File: src/rtl/uart_pkg.sv
// Shared definitions for the UART transmitter: state encoding, data width and idle line level.
// Defining UART_TX_PARITY_EN adds the PARITY state to the encoding.
package uart_pkg;

  localparam int unsigned DATA_BITS  = 8;
  localparam logic        IDLE_LEVEL = 1'b1;

  typedef enum logic [2:0] {
    StIdle,
    StStart,
    StData,
`ifdef UART_TX_PARITY_EN
    StParity,
`endif
    StStop
  } state_e;

endpackage

File: src/rtl/uart_tx_fifo.sv
// Transmit FIFO for uart_tx: wrap-around pointers with one extra bit to tell FULL from EMPTY.
// Pushes are gated by the registered FULL only; a same-edge pop never makes room.
module uart_tx_fifo #(
  parameter int unsigned Depth = 16,
  parameter int unsigned Width = 8
) (
  input  logic             clk_i,
  input  logic             rst_ni,
  input  logic             push_i,
  input  logic [Width-1:0] wdata_i,
  input  logic             pop_i,
  output logic [Width-1:0] rdata_o,
  output logic             full_o,
  output logic             empty_o
);

  localparam int unsigned AddrW = $clog2(Depth);
  localparam int unsigned PtrW  = AddrW + 1;

  logic [PtrW-1:0]  wptr_q, wptr_d, rptr_q, rptr_d;
  logic [Width-1:0] mem_q [Depth];
  logic             push_ok, pop_ok;

  assign full_o  = (wptr_q[AddrW] != rptr_q[AddrW]) &&
                   (wptr_q[AddrW-1:0] == rptr_q[AddrW-1:0]);
  assign empty_o = (wptr_q == rptr_q);
  assign push_ok = push_i & ~full_o;
  assign pop_ok  = pop_i & ~empty_o;
  assign rdata_o = mem_q[rptr_q[AddrW-1:0]];

  always_comb begin
    wptr_d = wptr_q + PtrW'(push_ok);
    rptr_d = rptr_q + PtrW'(pop_ok);
  end

  always_ff @(posedge clk_i or negedge rst_ni) begin
    if (!rst_ni) begin
      wptr_q <= '0;
      rptr_q <= '0;
    end else begin
      wptr_q <= wptr_d;
      rptr_q <= rptr_d;
    end
  end

  always_ff @(posedge clk_i) begin
    if (push_ok) mem_q[wptr_q[AddrW-1:0]] <= wdata_i;
  end

endmodule

File: src/rtl/uart_tx.sv
// FIFO-buffered 8N1 UART transmitter; back-to-back frames leave no idle gap.
// Defining UART_TX_PARITY_EN inserts an even-parity bit between the data bits and the stop bit.
module uart_tx
  import uart_pkg::*;
#(
  parameter int unsigned BAUD_DIV   = 16,
  parameter int unsigned FIFO_DEPTH = 16
) (
  input  logic       CLK,
  input  logic       RESET,
  input  logic       WR_EN,
  input  logic [7:0] WR_DATA,
  output logic       FULL,
  output logic       EMPTY,
  output logic       OVERRUN,
  output logic       BUSY,
  output logic       TXD
);

  localparam int unsigned CntW = $clog2(BAUD_DIV);

  state_e                 state_q, state_d;
  logic [CntW-1:0]        cnt_q, cnt_d;
  logic [2:0]             idx_q, idx_d;
  logic [DATA_BITS-1:0]   data_q, data_d;
  logic [DATA_BITS-1:0]   fifo_rdata;
  logic                   txd_q, txd_d;
  logic                   ovr_q, ovr_d;
  logic                   pop;
  logic                   bit_end;

  uart_tx_fifo #(
    .Depth (FIFO_DEPTH),
    .Width (DATA_BITS)
  ) u_fifo (
    .clk_i   (CLK),
    .rst_ni  (RESET),
    .push_i  (WR_EN),
    .wdata_i (WR_DATA),
    .pop_i   (pop),
    .rdata_o (fifo_rdata),
    .full_o  (FULL),
    .empty_o (EMPTY)
  );

  assign bit_end = (cnt_q == CntW'(BAUD_DIV - 1));
  assign ovr_d   = WR_EN & FULL;

  always_comb begin
    state_d = state_q;
    cnt_d   = cnt_q + CntW'(1);
    idx_d   = idx_q;
    data_d  = data_q;
    txd_d   = txd_q;
    pop     = 1'b0;
    unique case (state_q)
      StIdle: begin
        cnt_d = '0;
        txd_d = IDLE_LEVEL;
        if (!EMPTY) begin
          pop     = 1'b1;
          data_d  = fifo_rdata;
          txd_d   = 1'b0;
          state_d = StStart;
        end
      end
      StStart: begin
        if (bit_end) begin
          cnt_d   = '0;
          txd_d   = data_q[0];
          state_d = StData;
        end
      end
      StData: begin
        if (bit_end) begin
          cnt_d = '0;
          if (idx_q == 3'(DATA_BITS - 1)) begin
            idx_d = '0;
`ifdef UART_TX_PARITY_EN
            txd_d   = ^data_q;
            state_d = StParity;
`else
            txd_d   = IDLE_LEVEL;
            state_d = StStop;
`endif
          end else begin
            idx_d = idx_q + 3'd1;
            txd_d = data_q[idx_q + 3'd1];
          end
        end
      end
`ifdef UART_TX_PARITY_EN
      StParity: begin
        if (bit_end) begin
          cnt_d   = '0;
          txd_d   = IDLE_LEVEL;
          state_d = StStop;
        end
      end
`endif
      StStop: begin
        if (bit_end) begin
          cnt_d = '0;
          // Chain straight into the next start bit when more data is waiting.
          if (!EMPTY) begin
            pop     = 1'b1;
            data_d  = fifo_rdata;
            txd_d   = 1'b0;
            state_d = StStart;
          end else begin
            txd_d   = IDLE_LEVEL;
            state_d = StIdle;
          end
        end
      end
      default: begin
        cnt_d   = '0;
        txd_d   = IDLE_LEVEL;
        state_d = StIdle;
      end
    endcase
  end

  always_ff @(posedge CLK or negedge RESET) begin
    if (!RESET) begin
      state_q <= StIdle;
      cnt_q   <= '0;
      idx_q   <= '0;
      data_q  <= '0;
      txd_q   <= IDLE_LEVEL;
      ovr_q   <= 1'b0;
    end else begin
      state_q <= state_d;
      cnt_q   <= cnt_d;
      idx_q   <= idx_d;
      data_q  <= data_d;
      txd_q   <= txd_d;
      ovr_q   <= ovr_d;
    end
  end

  assign TXD     = txd_q;
  assign BUSY    = (state_q != StIdle);
  assign OVERRUN = ovr_q;

endmodule

File: config.mk
export PLATFORM = sky130hd
export DESIGN_NAME = uart_tx
export DESIGN_NICKNAME = d
export VERILOG_FILES = /design/src/rtl/uart_pkg.sv /design/src/rtl/uart_tx_fifo.sv /design/src/rtl/uart_tx.sv
export SDC_FILE = /design/constraint.sdc
export NUM_CORES = 1
export LEC_CHECK = 0
export CORE_UTILIZATION = 36
export DETAILED_ROUTE_END_ITERATION = 7
export GPL_ROUTABILITY_DRIVEN = 0
export PLACE_DENSITY_LB_ADDON = 0.1
export SLEW_MARGIN = 40
export SYNTH_ARGS = -nofsm -noshare
export SYNTH_HDL_FRONTEND = slang
export SYNTH_HIERARCHICAL = 1
export SYNTH_SLANG_ARGS = --single-unit
File: constraint.sdc
create_clock -name CLK -period 2.6 [get_ports CLK]
set_clock_uncertainty 0.05 [all_clocks]
set_input_delay 0.26 -clock CLK [delete_from_list [all_inputs] [get_ports CLK]]
set_output_delay 0.26 -clock CLK [all_outputs]
set_load 0.05 [all_outputs]
==> impl_metrics.py <==
metrics = {
    "cells_and_area": {
        "final.fill_count": 1527,
        "final_net_count": 421,
        "post-route-cell-area_um2": 7620,
        "antenna_cells_inserted": 0,
        "final_layout_size_suffix_gt1_share_pct": 24.8,
        "area_taken_by_flip_flops_and_latches_um2": 4570,
        "multi_input_comb_area_um2": 1780,
        "area_delta_synth_final_pct": 16.9,
    },
    "placed_design": {
        "place.port_buffers": 15,
        "dpl_cell_area_um2": 7070,
        "post-dp-hpwl_um": 8600,
    },
    "critical_path": {
        "timing.critical_path.slowest_cell_delay_ns": 0.79,
        "cp-start-kind": "flop",
        "crit_path_max_fanout": 8,
        "dominant_cell_type_by_count_on_the_critical_path": "sky130_fd_sc_hd__inv_1",
        "path_delay_family": "buffers and inverters",
        "crit_buf_inv": 3,
        "cp-end-kind": "primary output",
        "cp_slowest_cell": "sky130_fd_sc_hd__clkdlybuf4s50_1",
        "worstPathArrival_ns": 2.07,
        "worst_case_register_to_register_setup_slack_ns": 0.43,
        "critical_path.cell_chain": "inv_1 > ha_1 > inv_1 > clkdlybuf4s50_1",
        "setup.worst_path.class": "reg2out",
        "worst_ep_required_time_ns": 2.29,
    },
    "timing": {
        "timing.final.crit_share_pct": 91.6,
        "max_clock_freq_ghz": 0.420,
        "final_period_minus_worst_setup_slack_ns": 2.38,
        "max_slew_margin_pct": 56.5,
        "setup-violations-final": 0,
        "maxSlewViolCount": 0,
        "tightest_slew_ns": 0.652,
        "grt_setup_unrepaired": "no",
        "finalHoldViolations": 0,
        "tns_ns": 0,
    },
    "clock_tree": {
        "ctsRootBufferMaster": "sky130_fd_sc_hd__clkbuf_16",
        "cts_repair_resize_count": 0,
        "cts_tree": "done",
        "clk-insertion-delay-late_ns": 0.42,
        "clk_pin_slew_worst_paths_ns": 0.06,
        "clock_sinks": 157,
        "numCtsBuffers": 17,
        "cts-hold-fix-buffers": 0,
        "postCtsSetupRepairBufs": 0,
        "clock_path_buffers": 2,
        "h-tree-depth": 4,
    },
    "drt": {
        "drc": 0,
        "route.detailed.vias_per_inst": 5.07,
        "route.final.wire_length_um": 13400,
        "postRouteAntennaNets": 0,
        "drt_iter0_drc": 163,
        "vias": 3232,
        "detailedRoute.firstPassIterationCount": 4,
        "routedWlPerCell_um": 21.0,
    },
    "synthesis": {
        "synth_warnings": 6,
        "post-synth-top-area-cell": "sky130_fd_sc_hd__edfxtp_1",
        "synth_sequential_area_ratio_pct": 70.1,
        "synthDistinctLibCells": 43,
        "yosysTopAreaCellShare_pct": 59.0,
        "synth.top_cells.by_area": "sky130_fd_sc_hd__edfxtp_1, sky130_fd_sc_hd__dfrtp_1, sky130_fd_sc_hd__mux4_2, sky130_fd_sc_hd__mux2i_1, sky130_fd_sc_hd__mux4_1",
        "synth.cells.most_frequent": "sky130_fd_sc_hd__edfxtp_1, sky130_fd_sc_hd__dfrtp_1, sky130_fd_sc_hd__mux2i_1",
        "post_synth_instance_area_um2": 6520,
        "synthesis.nets": 379,
        "synth_enable_flop_cells": 128,
        "yosysMostFrequentCell": "sky130_fd_sc_hd__edfxtp_1",
        "ys_seq_elements": 157,
        "synth_cells": 357,
        "synth_flop_cell": "sky130_fd_sc_hd__edfxtp_1",
        "ys_async_rst_share_pct": 18.5,
        "syn_avg_cell_area_um2": 18.3,
    },
    "grt": {
        "initial_antenna_violation_count": 0,
        "grt_use_total_pct": 16.1,
        "grt_max_degree": 43,
        "grt.overflow.total": 0,
        "via_count_of_the_first_global_routing_pass": 3378,
        "grt_first_pass_wirelength_um": 20800,
    },
    "power": {
        "power.density_cell_area_nw_per_um2": 1120,
        "vdd_ir_drop_max_v": 0.000671,
        "post-layout-total-power_mw": 8.51,
        "leakagePower_nw": 2.65,
    },
    "floorplanning": {
        "design.die.area_um2": 18700,
        "initial_core_util_pct": 37.3,
        "die_h_um": 137,
        "floorplan.io_pins": 16,
        "core_area_um2": 17500,
        "die-width_um": 137,
        "rows": 48,
    },
    "worst_hold_path": {
        "hp-class": "in2async",
    },
    "run": {
        "maxCapViolations": 0,
    },
    "status": {
        "run_status": "finished clean",
    },
}
[layout make-up]
cell class / instances / area share, %
clock inverter: 14 / 1.54
tap: 225 / 3.70
sequential: 157 / 60.0
timing repair buffer: 42 / 5.22
inverter: 10 / 0.493
multi-input combinational: 171 / 23.4
clock buffer: 18 / 5.63
[power by group]
group | total (mW) | internal, mW | switching (mW)
logic | 2.83 | 1.30 | 1.53
clock network | 2.30 | 1.32 | 0.977
registers | 3.38 | 3.15 | 0.227
[metal layers]
metal	GRT usage [%]	vias up	routed length, µm	share of wire (%)
li1	-	1512	-	-
met1	22.3	1679	6520	49
met2	24.8	34	6380	48
met3	4.48	7	380	2.8
met4	4.63	0	102	0.76
met5	0	-	0	0
[flip-flops by register name, summed over array words and instances, names as in the netlist]
signal / flops
data_q: 8
TXD: 1
u_fifo/rptr_q: 5
u_fifo/mem_q: 128
state_q: 2
idx_q: 3
u_fifo/wptr_q: 5
cnt_q: 4
OVERRUN: 1
[cells in the final DEF, fill, tap and decap left out, types with 2 or more instances in the layout]
master,n
sky130_fd_sc_hd__clkbuf_16,17
sky130_fd_sc_hd__xor2_1,2
sky130_fd_sc_hd__mux4_1,6
sky130_fd_sc_hd__edfxtp_1,128
sky130_fd_sc_hd__nor2_1,4
sky130_fd_sc_hd__inv_1,9
sky130_fd_sc_hd__o21ai_0,2
sky130_fd_sc_hd__mux4_2,20
sky130_fd_sc_hd__nor2b_1,3
sky130_fd_sc_hd__o21ai_2,2
sky130_fd_sc_hd__nor2_2,2
sky130_fd_sc_hd__ha_1,11
sky130_fd_sc_hd__nor4_2,4
sky130_fd_sc_hd__a32oi_1,8
sky130_fd_sc_hd__buf_4,25
sky130_fd_sc_hd__inv_6,3
sky130_fd_sc_hd__nand2b_1,4
sky130_fd_sc_hd__nand2_1,6
sky130_fd_sc_hd__nor3_1,12
sky130_fd_sc_hd__xnor2_1,10
sky130_fd_sc_hd__a21oi_1,3
sky130_fd_sc_hd__clkinv_1,2
sky130_fd_sc_hd__buf_12,4
sky130_fd_sc_hd__o21ai_1,8
sky130_fd_sc_hd__a22oi_1,11
sky130_fd_sc_hd__nand3_1,5
sky130_fd_sc_hd__mux2i_1,25
sky130_fd_sc_hd__clkdlybuf4s50_1,13
sky130_fd_sc_hd__nor4_1,2
sky130_fd_sc_hd__mux2_2,10
sky130_fd_sc_hd__clkinv_4,2
sky130_fd_sc_hd__dfrtp_1,27
sky130_fd_sc_hd__clkinv_2,5
[metrics by stage]
stage	utilization [%]	hold WS [ns]	worst slack (ns)	std cells
6_report	43.6	0.194	0.218	637
5_1_grt	43.6	0.221	0.111	637
4_1_cts	43.6	0.194	0.202	637
3_5_place_dp	40.5	0.436	0.438	605
3_3_place_gp	40.4	0.425	0.362	605
2_1_floorplan	-	-0.0856	0.139	357
[path summary, 6_finish.rpt]
kind	from	end	cells past startpoint
hold reg to reg	u_fifo/wptr_q[4]$_DFF_PN0_	u_fifo/wptr_q[4]$_DFF_PN0_	1
setup reg to reg	u_fifo/wptr_q[3]$_DFF_PN0_	u_fifo/wptr_q[4]$_DFF_PN0_	9
setup / recovery	state_q[0]$_DFFE_PN0P_	BUSY	4
hold / removal	RESET	OVERRUN$_DFF_PN0_	2
max in group asynchronous	RESET	TXD$_DFFE_PN1P_	2
min in group CLK	u_fifo/wptr_q[4]$_DFF_PN0_	u_fifo/wptr_q[4]$_DFF_PN0_	1
[cell families after synthesis]
logic type	after synthesis	share of synthesized area (%)
flip-flops	157	70.1
multiplexers	61	14.9
AND/OR/NAND/NOR	48	3.90
AO/OA/AOI/OAI	39	4.38
buffers and inverters	29	2.99
XOR/XNOR	12	1.61
adder cells (fa/ha/maj)	11	2.11
Power figures use the tool's default switching activity.
